==> src/rtl/write_ptr_full_logic.sv <==
`default_nettype none
// +----------------------------------------------------------------------------+
// | Module  : write_ptr_full_logic                                             |
// | Brief   : Async-FIFO write-side pointer, Gray export and full/level flags  |
// | Revision: 1.0                                                              |
// +----------------------------------------------------------------------------+
module write_ptr_full_logic #(
    parameter int address  = 2,
    parameter int af_level = (1 << address) - 1
) (
    input  logic               wclk,
    input  logic               w_rst,
    input  logic               w_en,
    input  logic [address:0]   read_ptr_gray,
    output logic [address:0]   write_ptr,
    output logic [address:0]   write_ptr_gray,
    output logic [address-1:0] waddr,
    output logic               wr_mem_en,
    output logic               full,
    output logic               almost_full,
    output logic [address:0]   level,
    output logic               overflow
);

    localparam logic [address:0] c_af_level = af_level[address:0];

    logic [address:0] r_rsync1;
    logic [address:0] r_rsync2;
    logic [address:0] w_bin_next;
    logic [address:0] w_gray_next;
    logic [address:0] w_rbin;
    logic [address:0] w_level_next;
    logic [address:0] w_full_match;
    logic             w_full_next;

    // Reset gates the strobe directly so no write can leak through while the flags clear.
    assign wr_mem_en   = w_en & ~full & ~w_rst;
    assign waddr       = write_ptr[address-1:0];
    assign w_bin_next  = write_ptr + (address + 1)'(wr_mem_en);
    assign w_gray_next = w_bin_next ^ (w_bin_next >> 1);

    always_comb begin
        w_rbin = '0;
        for (int i = 0; i <= address; i++) begin
            w_rbin[i] = ^(r_rsync2 >> i);
        end
    end

    // Full when the write pointer has lapped the read pointer: top two Gray bits inverted.
    assign w_full_match = {~r_rsync2[address:address-1], r_rsync2[address-2:0]};
    assign w_full_next  = (w_gray_next == w_full_match);
    assign w_level_next = w_bin_next - w_rbin;

    always_ff @(posedge wclk or posedge w_rst) begin
        if (w_rst) begin
            r_rsync1       <= '0;
            r_rsync2       <= '0;
            write_ptr      <= '0;
            write_ptr_gray <= '0;
            level          <= '0;
            full           <= 1'b0;
            almost_full    <= 1'b0;
            overflow       <= 1'b0;
        end else begin
            r_rsync1       <= read_ptr_gray;
            r_rsync2       <= r_rsync1;
            write_ptr      <= w_bin_next;
            write_ptr_gray <= w_gray_next;
            level          <= w_level_next;
            full           <= w_full_next;
            almost_full    <= (w_level_next >= c_af_level);
            if (w_en && full) begin
                overflow <= 1'b1;
            end
        end
    end

endmodule
`default_nettype wire

==> config.mk <==
export PLATFORM = sky130hd
export DESIGN_NAME = write_ptr_full_logic
export DESIGN_NICKNAME = d
export VERILOG_FILES = /design/src/rtl/write_ptr_full_logic.sv
export SDC_FILE = /design/constraint.sdc
export NUM_CORES = 1
export LEC_CHECK = 0
export BUFFER_PORTS_ARGS = -buffer_cell sky130_fd_sc_hd__buf_2
export CAP_MARGIN = 20
export CELL_PAD_IN_SITES_DETAIL_PLACEMENT = 2
export CELL_PAD_IN_SITES_GLOBAL_PLACEMENT = 2
export CORE_MARGIN = 8
export CORE_UTILIZATION = 31
export CTS_CLUSTER_DIAMETER = 50
export DETAILED_ROUTE_END_ITERATION = 10
export PLACE_DENSITY_LB_ADDON = 0.2
export SLEW_MARGIN = 40
export SYNTH_ARGS = -nofsm -noshare
export SYNTH_HDL_FRONTEND = slang
export SYNTH_SLANG_ARGS = --single-unit
==> constraint.sdc <==
create_clock -name wclk -period 2.5 [get_ports wclk]
set_input_delay 0.25 -clock wclk [delete_from_list [all_inputs] [get_ports wclk]]
set_output_delay 0.25 -clock wclk [all_outputs]
set_load 0.005 [all_outputs]
==> metrics.csv, run 1 <==
metric,value,unit
outcome,finished clean,
fin_util,38.09,%
grt_max_degree,18,
wl,1.250,mm
r2r_start,full,
r2r_slack,310,ps
finalPower,1008,uW
grt_setup_unrepaired,no,
coreArea,2148,sq um
synth_area,678.2,sq um
power_density,1232,nW/um^2
power.leakage,0.0004204,uW
drv_slew,0,
setup_tns,0,ps
via_count,402,
ys_types,16,
drive_gt1_share,35.71,%
clock-root-buffer,clkbuf_4,
period_needed,2194,ps
max_freq,455.9,MHz
r2r-end,almost_full,
arrival,2370,ps
clock_sinks,17,
layout_commonest_cell,buf_2,
worstHoldPathType,in2async,
grt_pass1_vias,468,
start_util,31.57,%
crit_required,2680,ps
hold_viol_final,0,
diodes,0,
firstDrtPassIters,2,
grtUsageTotal,7.061,%
nets,81,
fp.dieArea,3940,sq um
clock_latency,280,ps
cap_violations,0,
syn_inst,49,
end_kind,flip-flop,
postCtsHoldBufs,0,
syn_avg_cell_area,13.84,sq um
cts.clk_slew.worst_paths,100,ps
synth_seq_area_share,62.73,%
h-tree-depth,1,
antenna_found_initial,0,
drc,0,
final_cell_mix,"buf_2, dfrtp_1, inv_1",
relSlewSlack,57.43,%
ir_drop,0.4383,mV
routedWlPerCell,12.76,microns
row_count,17,
ff2ff_path_depth,8,
finalSetupViolCount,0,
ys_ff_latch,17,
setup.worst_path.class,reg2reg,
ios,21,
worst_pin_slew,637.9,ps
drt_iter0_markers,5,
final_critical_path_setup_slack,306.4,ps
cp-endpoint,almost_full,
die_x,62.77,microns
grt.overflow.total,0,
post_cts_buffers,0,
cp-start-kind,flip-flop,
routed_via_density,4.102,
globalplace.congestion,0.6824,
numCtsBuffers,3,
cts_tree,yes,
final_antenna_net_count,0,
yosysWarnings,0,
grt_first_pass_wirelength,2.214,mm
fp.dieH,62.77,microns
cp_max_fo,4,
area_growth,20.66,%
crit_start,full,
finalCritPeriodShare,87.75,%
skew,1.458,ps
place_ws,263.4,ps
synthesis.nets,59,
port_buffers,20,
cts_max_path_buffers,2,
cts-resized-gates,0,
==> stage by stage <==
step	hold slack [ps]	area [sq um]	std cells
CTS	49.98	818.3	98
global placement	334.6	790.8	94
finish	44.42	818.3	98
global route	36.21	818.3	98
floorplan	176.1	678.2	49
detailed placement	344.2	790.8	94
==> power by group <==
part	switching (uW)	total (uW)	internal (uW)
clock network	85.0	144	59.4
logic	232	443	211
registers	43.9	421	377
total	361	1010	647
==> worst max-delay path, stage by stage, from the launching register on <==
cell     delay, ps
dfrtp_1        410
nor3b_1        270
ha_1           200
ha_1           170
inv_1          110
fa_1           440
xnor2_1        200
xnor2_1        110
a21o_1         180
==> final cells by class <==
cell class / count / area [sq um]
clock buffers: 3 / 22.52
flip-flops and latches: 17 / 425.4
multi-input cells: 24 / 211.5
fillers: 238 / 1330
clock inverters: 1 / 5.005
inverters: 5 / 18.77
well taps: 28 / 35.03
repair buffers: 20 / 100.1
==> logic make-up after synthesis <==
logic type / share of synthesized area (%)
AOI/OAI and AO/OA: 3.505
adders and majority gates: 8.488
buffers and inverters: 6.089
and+or+nand+nor: 6.090
xor gates and xnor gates: 10.15
muxes: 2.952
DFF: 62.73
==> worst min-delay path by stage <==
stage | end | cells after the start | slack (ps)
after floorplan | almost_full | 1 | 180
after global placement | r_rsync2[1] | 0 | 330
after detailed placement | r_rsync2[2] | 0 | 340
after CTS | r_rsync1[1] | 1 | 50
after global routing | r_rsync1[1] | 1 | 40
final | full | 2 | 40
==> metal layers <==
layer  GRT usage, %  wire length [microns]  vias to the layer above
met5              0                      0                        -
met3          3.405                    113                        2
li1               -                      -                      190
met1          8.111                    571                      193
met2          10.35                    557                       17
met4          4.274                      8                        0
==> flip-flops by register name (all words and copies together), names as in the netlist <==
name	count
level	3
r_rsync1	3
r_rsync2	3
write_ptr	3
write_ptr_gray	2
almost_full	1
full	1
overflow	1
==> cells in the mapped netlist <==
| cell type | n | area (sq um) |
|---|---|---|
| a21o_1 | 2 | 15.01 |
| and2_1 | 1 | 6.260 |
| buf_4 | 3 | 22.52 |
| dfrtp_1 | 17 | 425.4 |
| fa_1 | 1 | 20.02 |
| ha_1 | 3 | 37.54 |
| inv_1 | 5 | 18.77 |
| mux2i_1 | 2 | 20.02 |
| nand2_1 | 2 | 7.510 |
| nand2b_1 | 2 | 12.51 |
| nor2_1 | 2 | 7.510 |
| nor3b_1 | 1 | 7.510 |
| o2bb2ai_1 | 1 | 8.760 |
| xnor2_1 | 4 | 35.03 |
| xor2_1 | 2 | 17.52 |
| xor2_2 | 1 | 16.27 |
No activity file was read; power rests on OpenSTA's default activity.
==> inputs of run 2 (changes only) <==
--- a/config.mk
+++ b/config.mk
@@ -7,10 +7,10 @@
 export LEC_CHECK = 0
 export BUFFER_PORTS_ARGS = -buffer_cell sky130_fd_sc_hd__buf_2
 export CAP_MARGIN = 20
-export CELL_PAD_IN_SITES_DETAIL_PLACEMENT = 2
-export CELL_PAD_IN_SITES_GLOBAL_PLACEMENT = 2
+export CELL_PAD_IN_SITES_DETAIL_PLACEMENT = 1
+export CELL_PAD_IN_SITES_GLOBAL_PLACEMENT = 1
 export CORE_MARGIN = 8
-export CORE_UTILIZATION = 31
+export CORE_UTILIZATION = 37
 export CTS_CLUSTER_DIAMETER = 50
 export DETAILED_ROUTE_END_ITERATION = 10
 export PLACE_DENSITY_LB_ADDON = 0.2
==> metrics.csv, run 2 (synthesized netlist as in run 1, its figures left out) <==
metric,value,unit,change
setup_tns,0,ps,unchanged
cp_max_fo,4,,unchanged
crit_required,2690,ps,was 2680 ps
grt_first_pass_wirelength,2.001,mm,was 2.214 mm
coreArea,1727,sq um,was 2148 sq um
fp.dieArea,3459,sq um,was 3940 sq um
skew,2.472,ps,was 1.458 ps
final_cell_mix,"buf_2, dfrtp_1, inv_1",,unchanged
cp-start-kind,flip-flop,,unchanged
arrival,2350,ps,was 2370 ps
clock_latency,280,ps,about the same
fp.dieH,58.81,microns,was 62.77 microns
outcome,finished clean,,unchanged
end_kind,flip-flop,,unchanged
relSlewSlack,59.09,%,was 57.43%
finalSetupViolCount,0,,unchanged
power.leakage,0.0004177,uW,was 0.0004204 uW
dp_hpwl,932.6,microns,
ir_drop,0.4592,mV,was 0.4383 mV
worstHoldPathType,in2async,,unchanged
routed_via_density,4.379,,was 4.102
globalplace.congestion,0.6593,,was 0.6824
grt.overflow.total,0,,unchanged
final_antenna_net_count,0,,unchanged
power_density,1221,nW/um^2,was 1232 nW/um^2
fillCellCount,203,,was 238
firstDrtPassIters,2,,unchanged
diodes,0,,unchanged
worst_pin_slew,613.0,ps,was 637.9 ps
die_x,58.81,microns,was 62.77 microns
area_growth,19.93,%,was 20.66%
cap_violations,0,,unchanged
layout_commonest_cell,buf_2,,unchanged
port_buffers,20,,unchanged
numCtsBuffers,3,,unchanged
via_count,416,,was 402
start_util,39.28,%,was 31.57%
grtUsageTotal,7.761,%,was 7.061%
clock-root-buffer,clkbuf_4,,unchanged
drt_iter0_markers,6,,was 5
hold_viol_final,0,,unchanged
row_count,15,,was 17
post_cts_buffers,0,,unchanged
max_freq,462.6,MHz,was 455.9 MHz
antenna_found_initial,0,,unchanged
finalPower,993.0,uW,was 1008 uW
grt_max_degree,18,,unchanged
drv_slew,0,,unchanged
wl,1.121,mm,was 1.250 mm
grt_setup_unrepaired,no,,unchanged
drc,0,,unchanged
nets,81,,unchanged
cts_max_path_buffers,2,,unchanged
grt_pass1_vias,476,,was 468
cts-resized-gates,0,,unchanged
ios,21,,unchanged
drive_gt1_share,34.29,%,was 35.71%
clock_sinks,17,,unchanged
postCtsHoldBufs,0,,unchanged
routedWlPerCell,11.80,microns,was 12.76 microns
cts_tree,yes,,unchanged
setup.worst_path.class,reg2reg,,unchanged
cts.clk_slew.worst_paths,90,ps,was 100 ps
finalCritPeriodShare,86.47,%,was 87.75%
period_needed,2162,ps,was 2194 ps
h-tree-depth,1,,unchanged
run 2: path summary, 6_finish.rpt:
path	slack, ps	startpoint	end	depth (start not counted)
max	340	full	almost_full	8
min	30	w_rst	write_ptr[1]	2
max reg2reg	340	full	almost_full	8
min reg2reg	350	r_rsync1[0]	r_rsync2[0]	0
max in group asynchronous	2070	w_rst	full	2
min in group wclk	60	read_ptr_gray[2]	r_rsync1[2]	1
run 2: layout make-up:
class	count	area [sq um]	share of cell area, %
Timing Repair Buffer	20	100.1	12.31
Inverter	5	18.77	2.308
Clock buffer	4	26.28	3.231
Tap cell	25	31.28	3.846
Sequential cell	17	425.4	52.31
Multi-Input combinational cell	24	211.5	26.00
run 2: metrics by stage:
step | cell area (sq um) | instances | util, % | hold slack (ps) | setup slack, ps
6_report | 813.3 | 95 | 47.10 | 34.13 | 338.2
5_1_grt | 813.3 | 95 | 47.10 | 37.66 | 185.4
4_1_cts | 813.3 | 95 | 47.10 | 47.43 | 320.9
3_5_place_dp | 787.0 | 91 | 45.58 | 335.8 | 338.0
3_3_place_gp | 787.0 | 91 | 45.58 | 332.6 | 386.6
2_1_floorplan | 678.2 | 49 | - | 176.1 | 390.7
run 2: metal layers:
metal  GRT usage (%)  vias up  share of wire, %
met1           7.465      211                39
met5               0        -                 0
li1                -      192                 -
met4           5.119        0                 0
met2           12.31       13                51
met3           4.565        0               9.9
run 2: power breakdown:
part           internal (uW)  switching (uW)
registers                377            42.0
logic                    210             221
clock network           62.0            80.1
run 2: critical path, stage by stage (launching register included):
cell and delay, ps:
dfrtp_1 400, nor3b_1 300, ha_1 210, ha_1 160, inv_1 110, fa_1 440
xnor2_1 140, xnor2_1 140, a21o_1 160
==> inputs of run 3 (changes only) <==
--- a/config.mk
+++ b/config.mk
@@ -14,6 +14,7 @@
 export CTS_CLUSTER_DIAMETER = 50
 export DETAILED_ROUTE_END_ITERATION = 10
 export PLACE_DENSITY_LB_ADDON = 0.2
+export REMOVE_ABC_BUFFERS = 1
 export SLEW_MARGIN = 40
 export SYNTH_ARGS = -nofsm -noshare
 export SYNTH_HDL_FRONTEND = slang
==> metrics.csv, run 3 (synthesized netlist as in run 1, its figures left out) <==
metric,value,unit,change
diodes,0,,unchanged
path_cells,"nor3b_1, ha_1, ha_1, inv_1, fa_1, xnor2_1, xnor2_1, a21o_1",,unchanged
clock_sinks,17,,unchanged
via_count,415,,was 416
crit_start,full,,unchanged
ios,21,,unchanged
h-tree-depth,1,,unchanged
end_kind,flip-flop,,unchanged
fp.dieH,58.81,microns,unchanged
place_ws,334.8,ps,was 338.0 ps
crit_family,adder cells,,unchanged
r2r_slack,340,ps,about the same
setup.worst_path.class,reg2reg,,unchanged
arrival,2340,ps,was 2350 ps
cts_tree,yes,,unchanged
drive_gt1_share,34.29,%,unchanged
drt_iter0_markers,1,,was 6
drv_slew,0,,unchanged
cp-start-kind,flip-flop,,unchanged
outcome,finished clean,,unchanged
worst_pin_slew,623.0,ps,was 613.0 ps
clock-root-buffer,clkbuf_4,,unchanged
row_count,15,,unchanged
finalSetupViolCount,0,,unchanged
dp_hpwl,917.5,microns,was 932.6 microns
grt_max_degree,18,,unchanged
cts_max_path_buffers,2,,unchanged
firstDrtPassIters,2,,unchanged
cp_max_fo,4,,unchanged
antenna_found_initial,0,,unchanged
grtUsageTotal,8.169,%,was 7.761%
ir_drop,0.4241,mV,was 0.4592 mV
grt.overflow.total,0,,unchanged
final_critical_path_setup_slack,341.9,ps,was 338.2 ps
nets,81,,unchanged
cts-resized-gates,0,,unchanged
grt_first_pass_wirelength,2.132,mm,was 2.001 mm
crit_buf_inv,1,,unchanged
cts.clk_slew.worst_paths,90,ps,about the same
fp.dieArea,3459,sq um,unchanged
max_freq,463.4,MHz,was 462.6 MHz
crit_required,2680,ps,was 2690 ps
power.leakage,0.0004177,uW,unchanged
wl,1.119,mm,was 1.121 mm
final_antenna_net_count,0,,unchanged
numCtsBuffers,3,,unchanged
postCtsHoldBufs,0,,unchanged
port_buffers,20,,unchanged
relSlewSlack,58.42,%,was 59.09%
layout_commonest_cell,buf_2,,unchanged
coreArea,1727,sq um,unchanged
cp_slowest_stage_delay,450,ps,was 440 ps
area_growth,19.93,%,unchanged
period_needed,2158,ps,was 2162 ps
cap_violations,0,,unchanged
drc,0,,unchanged
post_cts_buffers,0,,unchanged
worstHoldPathType,in2async,,unchanged
grt_setup_unrepaired,no,,unchanged
routed_via_density,4.368,,was 4.379
setup_tns,0,ps,unchanged
routedWlPerCell,11.78,microns,was 11.80 microns
clock_latency,280,ps,about the same
power_density,1221,nW/um^2,about the same
finalPower,993.1,uW,was 993.0 uW
globalplace.congestion,0.6929,,was 0.6593
start_util,39.28,%,unchanged
die_x,58.81,microns,unchanged
slowest_stage,fa_1,,unchanged
finalCritPeriodShare,86.32,%,was 86.47%
grt_pass1_vias,468,,was 476
skew,2.759,ps,was 2.472 ps
final_cell_mix,"buf_2, dfrtp_1, inv_1",,unchanged
r2r_start,full,,unchanged
hold_viol_final,0,,unchanged
run 3: per-layer routing:
layer  GRT usage, %  share of wire [%]
met1          8.505                 40
met2          12.62                 51
met3          4.348                9.5
met5              0                  0
met4          5.119                  0
run 3: report_power, final:
| group | switching, uW | internal [uW] |
|---|---|---|
| clock network | 80.9 | 61.9 |
| logic | 221 | 210 |
| registers | 42.2 | 377 |
run 3: metrics by stage:
| step | cell area (sq um) | hold slack (ps) | utilization, % | std cells |
|---|---|---|---|---|
| 3_5_place_dp | 787.0 | 337.1 | 45.58 | 91 |
| 2_1_floorplan | 655.6 | 176.1 | - | 46 |
| 6_report | 813.3 | 36.64 | 47.10 | 95 |
| 5_1_grt | 813.3 | 38.20 | 47.10 | 95 |
| 3_3_place_gp | 787.0 | 335.7 | 45.58 | 91 |
| 4_1_cts | 813.3 | 35.68 | 47.10 | 95 |
run 3: cell type report:
class | count | area (sq um)
sequential | 17 | 425.4
timing repair buffer | 20 | 100.1
clock buffer | 4 | 26.28
inverter | 5 | 18.77
tap | 25 | 31.28
fill | 203 | 913.4
multi-input combinational | 24 | 211.5
run 3: final timing paths:
check	end	depth (start not counted)
min in group wclk	r_rsync1[1]	1
worst min register to register	r_rsync2[1]	0
worst max-delay path	almost_full	8
max in group asynchronous	almost_full	2
worst min-delay path	overflow	2
worst max register to register	almost_full	8
run 3: worst register-to-register path: cells and delay by family (launching register included):
kind | cells | cell delay (ps)
AO/OA/AOI/OAI | 1 | 160
XOR/XNOR | 2 | 290
adder cells (fa/ha/maj) | 3 | 820
buffers and inverters | 1 | 110
flip-flops | 1 | 400
AND/OR/NAND/NOR | 1 | 270
